==> src/rtl/turn_remote_rx_fsm.sv <==
// turn_remote_rx_fsm
// Receive side of the inter-board "space" link. It synchronises and
// glitch-filters the remote space level, then replays the remote player's
// press / hold / release / throw sequence as local index and throw controls.
// A line held high for too long in HOLD is reported as a stuck-line fault.

module turn_remote_rx_fsm #(
  parameter int unsigned FILTER_CYCLES = 16,
  parameter int unsigned THROW_CYCLES  = 65000000,
  parameter int unsigned HOLD_TIMEOUT  = 650000000
) (
  input  logic       clk,
  input  logic       rst,
  input  logic       space_pin_rx,
  input  logic       whose_turn,
  output logic [1:0] index,
  output logic       throw_enable,
  output logic       throw_done,
  output logic       rx_fault
);

  localparam logic [2:0] ST_IDLE  = 3'd0;
  localparam logic [2:0] ST_HOLD  = 3'd1;
  localparam logic [2:0] ST_THROW = 3'd2;
  localparam logic [2:0] ST_DONE  = 3'd3;
  localparam logic [2:0] ST_FAULT = 3'd4;

  localparam logic [31:0] FILT_LAST  = 32'(FILTER_CYCLES - 1);
  localparam logic [31:0] THROW_LAST = 32'(THROW_CYCLES - 1);
  localparam logic [31:0] HOLD_LAST  = 32'(HOLD_TIMEOUT - 1);

  // Synchroniser, filter and edge-detect state
  logic        sync1_q, sync1_d;
  logic        sync2_q, sync2_d;
  logic        filt_q, filt_d;
  logic        filt_dly_q, filt_dly_d;
  logic [31:0] filt_cnt_q, filt_cnt_d;
  logic        rise_s, fall_s;

  // Sequence FSM state
  logic [2:0]  state_q, state_d;
  logic [31:0] cnt_q, cnt_d;

  // Registered outputs
  logic [1:0]  index_q, index_d;
  logic        throw_enable_q, throw_enable_d;
  logic        throw_done_q, throw_done_d;
  logic        rx_fault_q, rx_fault_d;

  // Two-flop synchroniser on the asynchronous pin and the delayed filtered copy
  always_comb begin
    sync1_d    = space_pin_rx;
    sync2_d    = sync1_q;
    filt_dly_d = filt_q;
  end

  // Glitch filter: the filtered level moves only after a run of differing samples
  always_comb begin
    filt_d     = filt_q;
    filt_cnt_d = 32'd0;
    if (sync2_q != filt_q) begin
      if (filt_cnt_q < FILT_LAST) begin
        filt_cnt_d = filt_cnt_q + 32'd1;
      end else begin
        filt_d     = ~filt_q;
        filt_cnt_d = 32'd0;
      end
    end else begin
      filt_cnt_d = 32'd0;
    end
  end

  // Edge detection on the filtered level
  always_comb begin
    rise_s = filt_q & ~filt_dly_q;
    fall_s = ~filt_q & filt_dly_q;
  end

  // Next-state logic; a local turn overrides everything and parks the FSM in IDLE
  always_comb begin
    state_d = state_q;
    cnt_d   = cnt_q;
    case (state_q)
      ST_IDLE: begin
        cnt_d = 32'd0;
        if (rise_s) begin
          state_d = ST_HOLD;
        end else begin
          state_d = ST_IDLE;
        end
      end
      ST_HOLD: begin
        if (fall_s) begin
          state_d = ST_THROW;
          cnt_d   = 32'd0;
        end else if (cnt_q < HOLD_LAST) begin
          cnt_d = cnt_q + 32'd1;
        end else begin
          state_d = ST_FAULT;
          cnt_d   = 32'd0;
        end
      end
      ST_THROW: begin
        // A new press during the throw window is deliberately not latched.
        if (cnt_q < THROW_LAST) begin
          cnt_d = cnt_q + 32'd1;
        end else begin
          state_d = ST_DONE;
          cnt_d   = 32'd0;
        end
      end
      ST_DONE: begin
        state_d = ST_IDLE;
        cnt_d   = 32'd0;
      end
      ST_FAULT: begin
        cnt_d = 32'd0;
        if (!filt_q) begin
          state_d = ST_IDLE;
        end else begin
          state_d = ST_FAULT;
        end
      end
      default: begin
        state_d = ST_IDLE;
        cnt_d   = 32'd0;
      end
    endcase
    if (!whose_turn) begin
      state_d = ST_IDLE;
      cnt_d   = 32'd0;
    end else begin
      state_d = state_d;
    end
  end

  // Output decode from the next state so outputs appear together with the state
  always_comb begin
    index_d        = 2'd0;
    throw_enable_d = 1'b0;
    throw_done_d   = 1'b0;
    rx_fault_d     = 1'b0;
    case (state_d)
      ST_IDLE: begin
        index_d = 2'd0;
      end
      ST_HOLD: begin
        index_d = 2'd1;
      end
      ST_THROW: begin
        index_d        = 2'd2;
        throw_enable_d = 1'b1;
      end
      ST_DONE: begin
        index_d      = 2'd2;
        throw_done_d = 1'b1;
      end
      ST_FAULT: begin
        index_d    = 2'd0;
        rx_fault_d = 1'b1;
      end
      default: begin
        index_d = 2'd0;
      end
    endcase
  end

  // All state and output registers, synchronous active-low reset
  always_ff @(posedge clk) begin
    if (!rst) begin
      sync1_q        <= 1'b0;
      sync2_q        <= 1'b0;
      filt_q         <= 1'b0;
      filt_dly_q     <= 1'b0;
      filt_cnt_q     <= 32'd0;
      state_q        <= ST_IDLE;
      cnt_q          <= 32'd0;
      index_q        <= 2'd0;
      throw_enable_q <= 1'b0;
      throw_done_q   <= 1'b0;
      rx_fault_q     <= 1'b0;
    end else begin
      sync1_q        <= sync1_d;
      sync2_q        <= sync2_d;
      filt_q         <= filt_d;
      filt_dly_q     <= filt_dly_d;
      filt_cnt_q     <= filt_cnt_d;
      state_q        <= state_d;
      cnt_q          <= cnt_d;
      index_q        <= index_d;
      throw_enable_q <= throw_enable_d;
      throw_done_q   <= throw_done_d;
      rx_fault_q     <= rx_fault_d;
    end
  end

  assign index        = index_q;
  assign throw_enable = throw_enable_q;
  assign throw_done   = throw_done_q;
  assign rx_fault     = rx_fault_q;

endmodule

==> config.mk <==
export PLATFORM = sky130hd
export DESIGN_NAME = turn_remote_rx_fsm
export DESIGN_NICKNAME = d
export VERILOG_FILES = /design/src/rtl/turn_remote_rx_fsm.sv
export SDC_FILE = /design/constraint.sdc
export NUM_CORES = 1
export LEC_CHECK = 0
export CAP_MARGIN = 20
export CELL_PAD_IN_SITES_DETAIL_PLACEMENT = 1
export CELL_PAD_IN_SITES_GLOBAL_PLACEMENT = 1
export CORE_MARGIN = 2
export CORE_UTILIZATION = 45
export CTS_CLUSTER_DIAMETER = 30
export DETAILED_ROUTE_END_ITERATION = 8
export PLACE_DENSITY_LB_ADDON = 0.1
export SLEW_MARGIN = 20
export SYNTH_ARGS = -nofsm -noshare
export SYNTH_HDL_FRONTEND = slang
export SYNTH_SLANG_ARGS = --single-unit
==> constraint.sdc <==
create_clock -name clk -period 2.8 [get_ports clk]
set_clock_uncertainty 0.1 [all_clocks]
set_input_delay 0.28 -clock clk [delete_from_list [all_inputs] [get_ports clk]]
set_output_delay 0.28 -clock clk [all_outputs]
set_load 0.01 [all_outputs]
==> Yosys cells after proc, flatten, opt, wreduce, memory -nomap -nowiden <==
Index checks and enable logic that the tools add are counted.
{ "totals": {"regBits": 76, "latchBits": 0, "ramBits": 0, "romBits": 0, "input_bits": 4, "output_inout_bits": 5, "elab_cells": 49, "n_memories": 0} }
{ "classes": {"add_sub_neg": 2, "mul": 0, "n_div": 0, "n_lt_le_gt_ge": 3, "n_eq_ne": 8, "shift": 0, "mux": 15, "n_bitwise": 5, "n_reduce_logical": 5} }
{ "ops": {"columns": ["operator", "count"], "rows": [
  ["32-bit two-way mux", 3],
  ["32-bit by 1-bit adder with 32-bit output (second input constant)", 2],
  ["32-bit one-hot mux with 2 select lines", 1],
  ["32-bit by 26-bit less-than comparator with 1-bit output (second input constant)", 1],
  ["32-bit by 30-bit less-than comparator with 1-bit output (second input constant)", 1],
  ["32-bit by 4-bit less-than comparator with 1-bit output (second input constant)", 1],
  ["3-bit two-way mux", 5],
  ["3-bit one-hot mux with 4 select lines", 1],
  ["3-bit by 2-bit == test with 1-bit output (second input constant)", 3],
  ["3-bit by 1-bit == test with 1-bit output (second input constant)", 2],
  ["3-bit == test (second input constant)", 2],
  ["1-bit two-way mux", 4],
  ["2-bit one-hot mux with 2 select lines", 1],
  ["2-bit AND reduction", 2],
  ["3-bit zero test", 1],
  ["1-bit inverter", 3],
  ["3-bit AND reduction", 1],
  ["1-bit bitwise AND", 2],
  ["2-bit OR reduction", 1],
  ["1-bit inequality test", 1]
]} }

==> Longest topological paths before layout <==
Gate-level depths: netlist of the first run.
{ "logic_depth": {"ltp_word": 8, "ltp_mapped": 8, "ltp_nobuf": 7} }

==> Worst setup path after synthesis of the first run <==
No wires, ideal clock.
{ "synth_timing": {"path_kind": "register to register", "from": "reg cnt_q[30]", "to": "reg state_q[0]", "setup_ps": 115, "t_arrival_ps": 1905, "required_time_ps": 2585, "slack_ps": 680, "path_stages_with_launch": 7, "n_path_buf": 0, "period_less_slack_ps": 2120, "path_cell_list": "dfxtp_1 -> or4_4 -> a211o_1 -> a311o_1 -> o211a_1 -> o221a_1 -> and2_1"} }
{ "synth_between": {"elab_chain_len": 5, "word_cells_on_any_way": 7, "classes_between": "order compare (2); mux (5)"} }
{ "synth_lines": {"columns": ["item", "line_no", "source"], "rows": [
  ["start, declared", "42", "logic [31:0] cnt_q, cnt_d;"],
  ["start signal, assigned", "189", "cnt_q <= cnt_d;"],
  ["32-bit by 30-bit less-than comparator with 1-bit output", "96", "end else if (cnt_q < HOLD_LAST) begin"],
  ["3-bit two-way mux", "96", null],
  ["3-bit two-way mux", "93", "if (fall_s) begin"],
  ["3-bit one-hot mux with 4 select lines (*)", "83", "case (state_q)"],
  ["3-bit two-way mux (*)", "129", "if (!whose_turn) begin"],
  ["end signal, assigned", "188", "state_q <= state_d;"],
  ["end, declared", "41", "logic [2:0] state_q, state_d;"]
]} }
Mark *: on every way between the ends. The rest lies on a longest branch, timed or not.
A chain may end at the register's enable or synchronous reset.

==> Worst setup path in the final report of the first run <==
{ "layout_timing": {"from": "reg cnt_q[30]", "to": "reg cnt_q[16]"} }
{ "layout_between": {"elab_chain_len": 4, "word_cells_on_any_way": 6, "classes_between": "order compare (2); mux (4)"} }
{ "layout_lines": {"columns": ["item", "line_no"], "rows": [
  ["32-bit by 30-bit less-than comparator with 1-bit output", "96"],
  ["32-bit two-way mux", "96"],
  ["32-bit two-way mux", "93"],
  ["32-bit one-hot mux with 2 select lines (*)", "83"]
]} }
Marks and branches as above.

==> impl_summary.md, run 1 <==
Routing
The final route contains 1,994 vias. Before antenna repair, the detailed router went through 4 iterations. The post-route antenna net violation count is 0. The routed length per instance is 13.3 um. The number of DRC markers in iteration 0 is 70. The final layout contains routed wiring with a total length of 5360 um. Dividing the detail-routed via count by the number of cells gives 4.94.

After detailed routing, the number of remaining DRC violations is 0.

Cells and area
The area added between synthesis and finish is 16.9%. The finished cells cover 3230 um2. The most common cell after layout, fill and taps aside is dfxtp_1. The share of layout cells above drive strength 1 is 0.0699. Leaving out fill and tap cells, the most frequent cells in the layout are 76 x dfxtp_1, 47 x nor2_1, 30 x conb_1.

The antenna diode count is 0. The count of nets after finishing is 330. Measured on the finished design, the core utilization comes to 0.545. The post-layout instance count excluding filler cells is 404.

Pwr
The leakage component of the power is 1.19 nW. The internal portion of the total power is 1.54 mW. Of the total power, registers draw 0.559. The part of the power in the clock network is 0.428. The highest ir drop seen on vdd is 0.413 mV.

The analysis attributes to net switching a power of 0.450 mW. In this run the power density over the cells is 617 nW/um2. The switching part of the total power is 0.226. Of the total power, combinational logic draws 0.012.

Worst setup path
The maximum cell stage delay along the critical path is 0.55 ns. Walking the worst path, the cells encountered are or4_4 > nor4_2 > nand4_1 > o211a_1 > o21bai_2 > buf_4 > nor2_1. The data required time at the worst endpoint is 2.92 ns. The total buffers and inverters traversed by the critical path is 1. For the worst setup path, the data arrival time is 2.46 ns. The critical path start-end classification is reg -> reg.

In this run the worst path has a maximum fanout of 22. The critical path launch point type is a flip-flop. The cell with the largest stage delay on the worst path is or4_4. The worst setup path is captured at a flip-flop. The cell family contributing the most delay on the critical path is simple AND/OR/NAND/NOR gates.

GRT
Across every metal layer, demand over resource in global routing totals 0.182. The number of global-route vias before repair came to 2,054. The first global-routing pass estimated 9120 um of wire. The pin count of the biggest net entering global routing is 23. The number of antenna violations at the first check in global routing is 0. The final global-route overflow total is 0.

Timing
The worst path meets setup with 0.462 ns of slack. Counting I/O delays and the setup requirement, the final critical path takes 2.34 ns. The final sum of negative setup slack is 0 ns.

The final number of hold-violating endpoints is 0. The final-report max-slew violation count came to 0. Setup repair after global routing left no endpoint under its margin. Dividing the final minimum period by the clock period gives 0.835.

Setup violations remaining at the end of the flow were counted as 0. Derived from the worst setup path, the maximum achievable clock frequency is 428 MHz.

Yosys
Synthesis inferred 76 register bits. The share of the synthesized area in compound gates (AO/OA/AOI/OAI) was 0.0639. The area of the mapped netlist is 2760 um2. By area the synthesized netlist is led by dfxtp_1 55%, nor2_1 6.4%, xor2_1 5.1%, xnor2_1 4.8%, nor4_1 2.5%. Each instance of the synthesized netlist takes up on average 9.89 um2.

The register area share after synthesis is 0.551. After synthesis, the largest family of logic cells by area is simple AND/OR/NAND/NOR gates. In the synthesized netlist, the number of instances is 279. The share of synthesized area in the top cell type comes to 0.551. The XOR/XNOR share of the synthesized area is 0.0984. For this run, the number of Yosys warnings is 0.

The fraction of the mapped netlist area in simple logic gates is 0.252. The fraction of synthesized area in multiplexers is 0.00363. The synthesized design spends more area on one cell type than any other, namely dfxtp_1. Of the total synthesized cell area, the portion taken by full adders, half adders and majority gates is 0.00907. The count of cell types in the netlist is 39.

Clocking
Counting every sink on the clock net gives 76. In this run the deepest clock path goes through 2 buffers. In this run, CTS created clock tree buffers numbering 9. The cell sitting at the root of the clock tree is a clkbuf_8. TritonCTS built the clock tree. The number of cells upsized or downsized after cts is 0. In this run the number of H-tree levels came out at 3. After clock tree synthesis, the clock-pin slew on the worst setup and hold paths is 0.09 ns. The post-CTS setup buffer count is 0. The count of hold buffers inserted by post-cts repair is 0. The clock reaches the later pin of the worst-skew pair after 0.34 ns.

Die
From left edge to right edge, the die measures 82.3 um. The effective utilization at floorplan is 0.466. The die span in y is 82.3 um.

The number of placement rows is 28. For this design the top-level I/O count stands at 9. The die area is 6780 um2. The core region is 5920 um2.

Hold path
The type of the tightest min-delay check is reg -> reg.

Placed design
At the placement stage, the worst setup path has a slack of 0.448 ns. The number of port buffers is 8. In this run the cell area measured after placement is 3020 um2. The number of placed instances, taps included, is 388. The estimated wirelength of the detail-placed design is 3790 um.

The weighted congestion at the end of routability-driven global placement is 0.720.

Outcome
The flow ran to the end, and the final reports show no timing, DRC or antenna violations.

Flow run
Across the run, the number of max-cap violations was 0.
power by group through the flow:
stage	sequential (mW)	combinational, mW	clock [mW]
2_1_floorplan	1.14	0.0150	0
3_3_place_gp	1.14	0.0227	0
3_5_place_dp	1.14	0.0233	0
4_1_cts	1.11	0.0234	0.884
5_1_grt	1.12	0.0296	0.923
6_report	1.11	0.0247	0.853
cell type report:
cell class | count | area [um2]
clock buffers | 9 | 124
clock inverters | 7 | 82.6
fillers | 690 | 2690
inverters | 3 | 11.3
multi-input cells | 223 | 1290
flip-flops and latches | 76 | 1520
well taps | 75 | 93.8
repair buffers | 11 | 103
synthesized netlist by cell type:
| cell type | n |
|---|---|
| dfxtp_1 | 76 |
| nor2_1 | 47 |
| nand2_1 | 18 |
| xor2_1 | 16 |
| xnor2_1 | 15 |
| nor4_1 | 11 |
| nand3_1 | 10 |
| and2_1 | 9 |
| nor3_1 | 9 |
| and3_1 | 8 |
| nand4_1 | 8 |
| a21oi_1 | 6 |
| and4_1 | 5 |
| nor2b_1 | 5 |
| buf_6 | 3 |
| inv_1 | 3 |
| o211a_1 | 3 |
| o21ai_0 | 3 |
| a211o_1 | 2 |
| clkbuf_1 | 2 |
| ha_1 | 2 |
| a211oi_1 | 1 |
| a311o_1 | 1 |
| a31o_2 | 1 |
| a31oi_1 | 1 |
| buf_1 | 1 |
| conb_1 | 1 |
| mux2i_1 | 1 |
| nand2b_1 | 1 |
| nor3b_1 | 1 |
| nor4_2 | 1 |
| nor4bb_1 | 1 |
| o211ai_1 | 1 |
| o21bai_2 | 1 |
| o221a_1 | 1 |
| o32a_1 | 1 |
| o41a_1 | 1 |
| or3b_1 | 1 |
| or4_4 | 1 |
per-layer routing:
layer | vias up | share of wire | wire (um) | GRT usage
met5 | - | 0 | 0 | 0
met4 | 0 | 0.0056 | 30 | 0.0500
met3 | 2 | 0.031 | 165 | 0.0652
met2 | 20 | 0.47 | 2550 | 0.309
met1 | 944 | 0.49 | 2620 | 0.217
li1 | 1028 | - | - | -
path summary, 6_finish.rpt:
check                  from   endpoint  slack (ns)  depth (start not counted)
hold / removal      sync1_q    sync2_q        0.34                          1
setup / recovery  cnt_q[30]  cnt_q[16]        0.46                          7
hold reg to reg     sync1_q    sync2_q        0.34                          1
setup reg to reg  cnt_q[30]  cnt_q[16]        0.46                          7
cells by family (layout without fill, tap and decap cells):
family / after synthesis / count (layout)
and+or+nand+nor: 136 / 136
DFF: 76 / 76
adders and majority gates: 2 / 2
xor gates and xnor gates: 31 / 31
other: 1 / 30
AOI/OAI and AO/OA: 23 / 23
buffers and inverters: 9 / 30
muxes: 1 / 1
metrics by stage:
stage	hold WS [ns]	power (mW)
2_1_floorplan	0.302	1.15
3_3_place_gp	0.324	1.16
3_5_place_dp	0.333	1.16
4_1_cts	0.356	2.02
5_1_grt	0.381	2.07
6_report	0.341	1.99
registers in the layout, indices dropped and copies added, names as in the netlist:
signal	flops
filt_dly_q	1
sync2_q	1
filt_dly_d	1
state_q	3
throw_done	1
sync1_q	1
cnt_q	32
rx_fault	1
throw_enable	1
index	2
filt_cnt_q	32
(Power assumes the default switching activity.)
==> run 2, diff against run 1 <==
- CORE_UTILIZATION: 45 -> 42
- clock period: 2.8 -> 2.1 ns (I/O delays scaled with it)
==> impl_summary.md, run 2 (synthesized netlist as in run 1, its figures left out) <==
GRT
The global routing usage summed across all routing layers was 0.185 (was 0.182). The final global-route overflow total is 0 (unchanged). The pin count of the biggest net entering global routing is 16 (was 23).

The number of antenna violations at the first check in global routing is 0 (unchanged). The first-pass GRT wire length is 10,400 um (was 9120 um). The number of global-route vias before repair is 2,166 (was 2,054).

Clocking
The number of buffers between clock root and the deepest sink is 2 (unchanged). The count of hold buffers inserted by post-cts repair is 0 (unchanged). The number of clock sinks seen by CTS is 76 (unchanged). The clock edge transition at the registers on the reported setup and hold paths is 0.08 ns (was 0.09 ns). The buffer type at the clock tree root is clkbuf_8 (unchanged). The clock network latency to the later pin of the worst-skew pair was 0.34 ns (about the same). The CTS tree is built (unchanged).

The maximum level of the CTS H-tree came to 3 (unchanged). The total CTS buffers is 9 (unchanged).

Timing
The final-layout worst hold slack is 0.347 ns (was 0.341 ns). The highest clock rate came to 453 MHz (was 428 MHz). The final setup violation count was 27 (was 0). RSZ-0062 raised after global routing: true (was false). The fraction of the cycle the final worst path needs is 1.05 (was 0.835). The final worst-path setup slack is -0.109 ns (was 0.462 ns). The final-report max-slew violation count is 0 (unchanged). The final critical delay including setup and external delays is 2.21 ns (was 2.34 ns). The final number of hold-violating endpoints is 0 (unchanged).

Placed design
The estimated wirelength of the detail-placed design is 4040 um (was 3790 um). The instance area after placement is 3150 um2 (was 3020 um2). The weighted congestion at the end of routability-driven global placement is 0.734 (was 0.720).

The number of port buffers is 8 (unchanged). The placed cell count is 405 (was 388).

Worst setup path
The launching instance or port of the critical path was cnt_q[31] (was cnt_q[30]). The largest fanout of any net on the critical path is 3 (was 22). The depth of the most critical reg-to-reg path is 6 (was 7).

The reg-to-reg critical path endpoint is throw_done (was cnt_q[16]). The data required time at the worst endpoint is 2.24 ns (was 2.92 ns). The critical path launch point type is a flip-flop (unchanged).

The endpoint of the most critical setup path is throw_done (was cnt_q[16]). The critical path start-end classification is reg -> reg (unchanged). The startpoint of the worst-slack reg-to-reg timing path is cnt_q[31] (was cnt_q[30]).

The setup slack of the worst register-to-register path is -0.11 ns (was 0.46 ns). The data arrival time at the worst-slack endpoint is 2.35 ns (was 2.46 ns). The critical path endpoint category is a flip-flop (unchanged).

Cells and area
The most common cell after layout, fill and taps aside is dfxtp_1 (unchanged). Leading cell types in the layout, fill and taps excluded: 76 x dfxtp_1, 47 x nor2_1, 30 x conb_1 (unchanged). The post-layout instance count excluding filler cells is 427 (was 404).

The final non-filler cell area was 3500 um2 (was 3230 um2). The fill cell total of the finished layout came to 747 (was 690). The area added between synthesis and finish came to 26.7% (was 16.9%). Registers with the most flip-flops: cnt_q: 32 flops, filt_cnt_q: 32 flops, state_q: 3 flops (unchanged). The antenna diode count came to 0 (unchanged).

The share of layout cells above drive strength 1 came to 0.134 (was 0.0699). The count of nets after finishing is 352 (was 330).

Pwr
The power per cell area is 777 nW/um2 (was 617 nW/um2). The power after layout is 2.72 mW (was 1.99 mW). The leakage component of the power was 1.35 nW (was 1.19 nW). The highest ir drop seen on vdd is 0.551 mV (was 0.413 mV).

Routing
The via count normalized by instance count was 5.02 (was 4.94). The via total after detailed routing was 2,144 (was 1,994). The post-route antenna net violation count was 0 (unchanged). The routed length per instance came to 14.3 um (was 13.3 um). The total DRC errors in the routed layout came to 0 (unchanged).

The total iterations of the first detailed-routing run was 4 (unchanged). The total length of routed wires came to 6090 um (was 5360 um). The number of DRC markers in iteration 0 is 50 (was 70).

Die
The die outline width is 85.1 um (was 82.3 um). The die span in y is 85.1 um (was 82.3 um). The number of placement rows is 29 (was 28). The top-level port count is 9 (unchanged). The floorplan core area is 6350 um2 (was 5920 um2). The effective utilization at floorplan came to 0.435 (was 0.466).

The die area is 7240 um2 (was 6780 um2).

Outcome
The final reports fail on setup timing. Outcome: finished with violations (was completed).

Hold path
The type of the tightest min-delay check is reg -> reg (unchanged).

Flow run
The number of max-cap violations is 0 (unchanged).
[run 2: repair_timing]
action | 4_1_cts | 5_1_grt
resized for setup | 5 | 6
pin swaps | 6 | 4
setup endpoints to repair | 33 | 35
gates cloned | 2 | 1
setup buffers | 4 | 1
[run 2: worst max-delay path, stage by stage, from the launching register on]
cell and delay, ns:
dfxtp_1 0.31, or4_4 0.56, a211o_1 0.29, a311o_1 0.28, o211a_1 0.12, o221a_1 0.28
and2_1 0.15
[run 2: metrics by stage]
stage | TNS, ns | setup WS [ns] | util
after global routing | -5.60 | -0.198 | 0.551
after CTS | -3.05 | -0.103 | 0.546
after floorplan | -0.0261 | -0.0131 | -
after detailed placement | -4.30 | -0.147 | 0.496
final | -2.03 | -0.109 | 0.551
after global placement | -3.00 | -0.128 | 0.496
[run 2: final cells by class]
class	count	area (um2)	share of cell area
tap	77	96.3	0.0276
clock buffer	9	124	0.0354
clock inverter	6	90.1	0.0258
inverter	3	11.3	0.00322
timing repair buffer	33	333	0.0952
multi-input combinational	223	1320	0.378
sequential	76	1520	0.435
[run 2: metal layers]
layer | share of wire | GRT usage | vias up
met5 | 0 | 0 | -
met4 | 0.019 | 0.0837 | 0
met3 | 0.027 | 0.0360 | 11
met2 | 0.47 | 0.291 | 32
met1 | 0.48 | 0.248 | 1025
li1 | - | - | 1076
[run 2: worst min path at each step]
stage | start | endpoint | slack [ns] | depth (start not counted)
after detailed placement | sync1_q | sync2_q | 0.33 | 1
after CTS | space_pin_rx | sync1_q | 0.34 | 2
final | sync1_q | sync2_q | 0.35 | 1
after global placement | sync1_q | sync2_q | 0.32 | 1
after global routing | space_pin_rx | sync1_q | 0.38 | 2
after floorplan | rst | sync1_q | 0.23 | 1
[run 2: power breakdown]
part / leakage (nW) / internal, mW / switching (mW) / total (mW)
logic: 0.619 / 0.0185 / 0.0194 / 0.0378
registers: 0.624 / 1.47 / 0.0110 / 1.49
clock network: 0.105 / 0.664 / 0.529 / 1.19
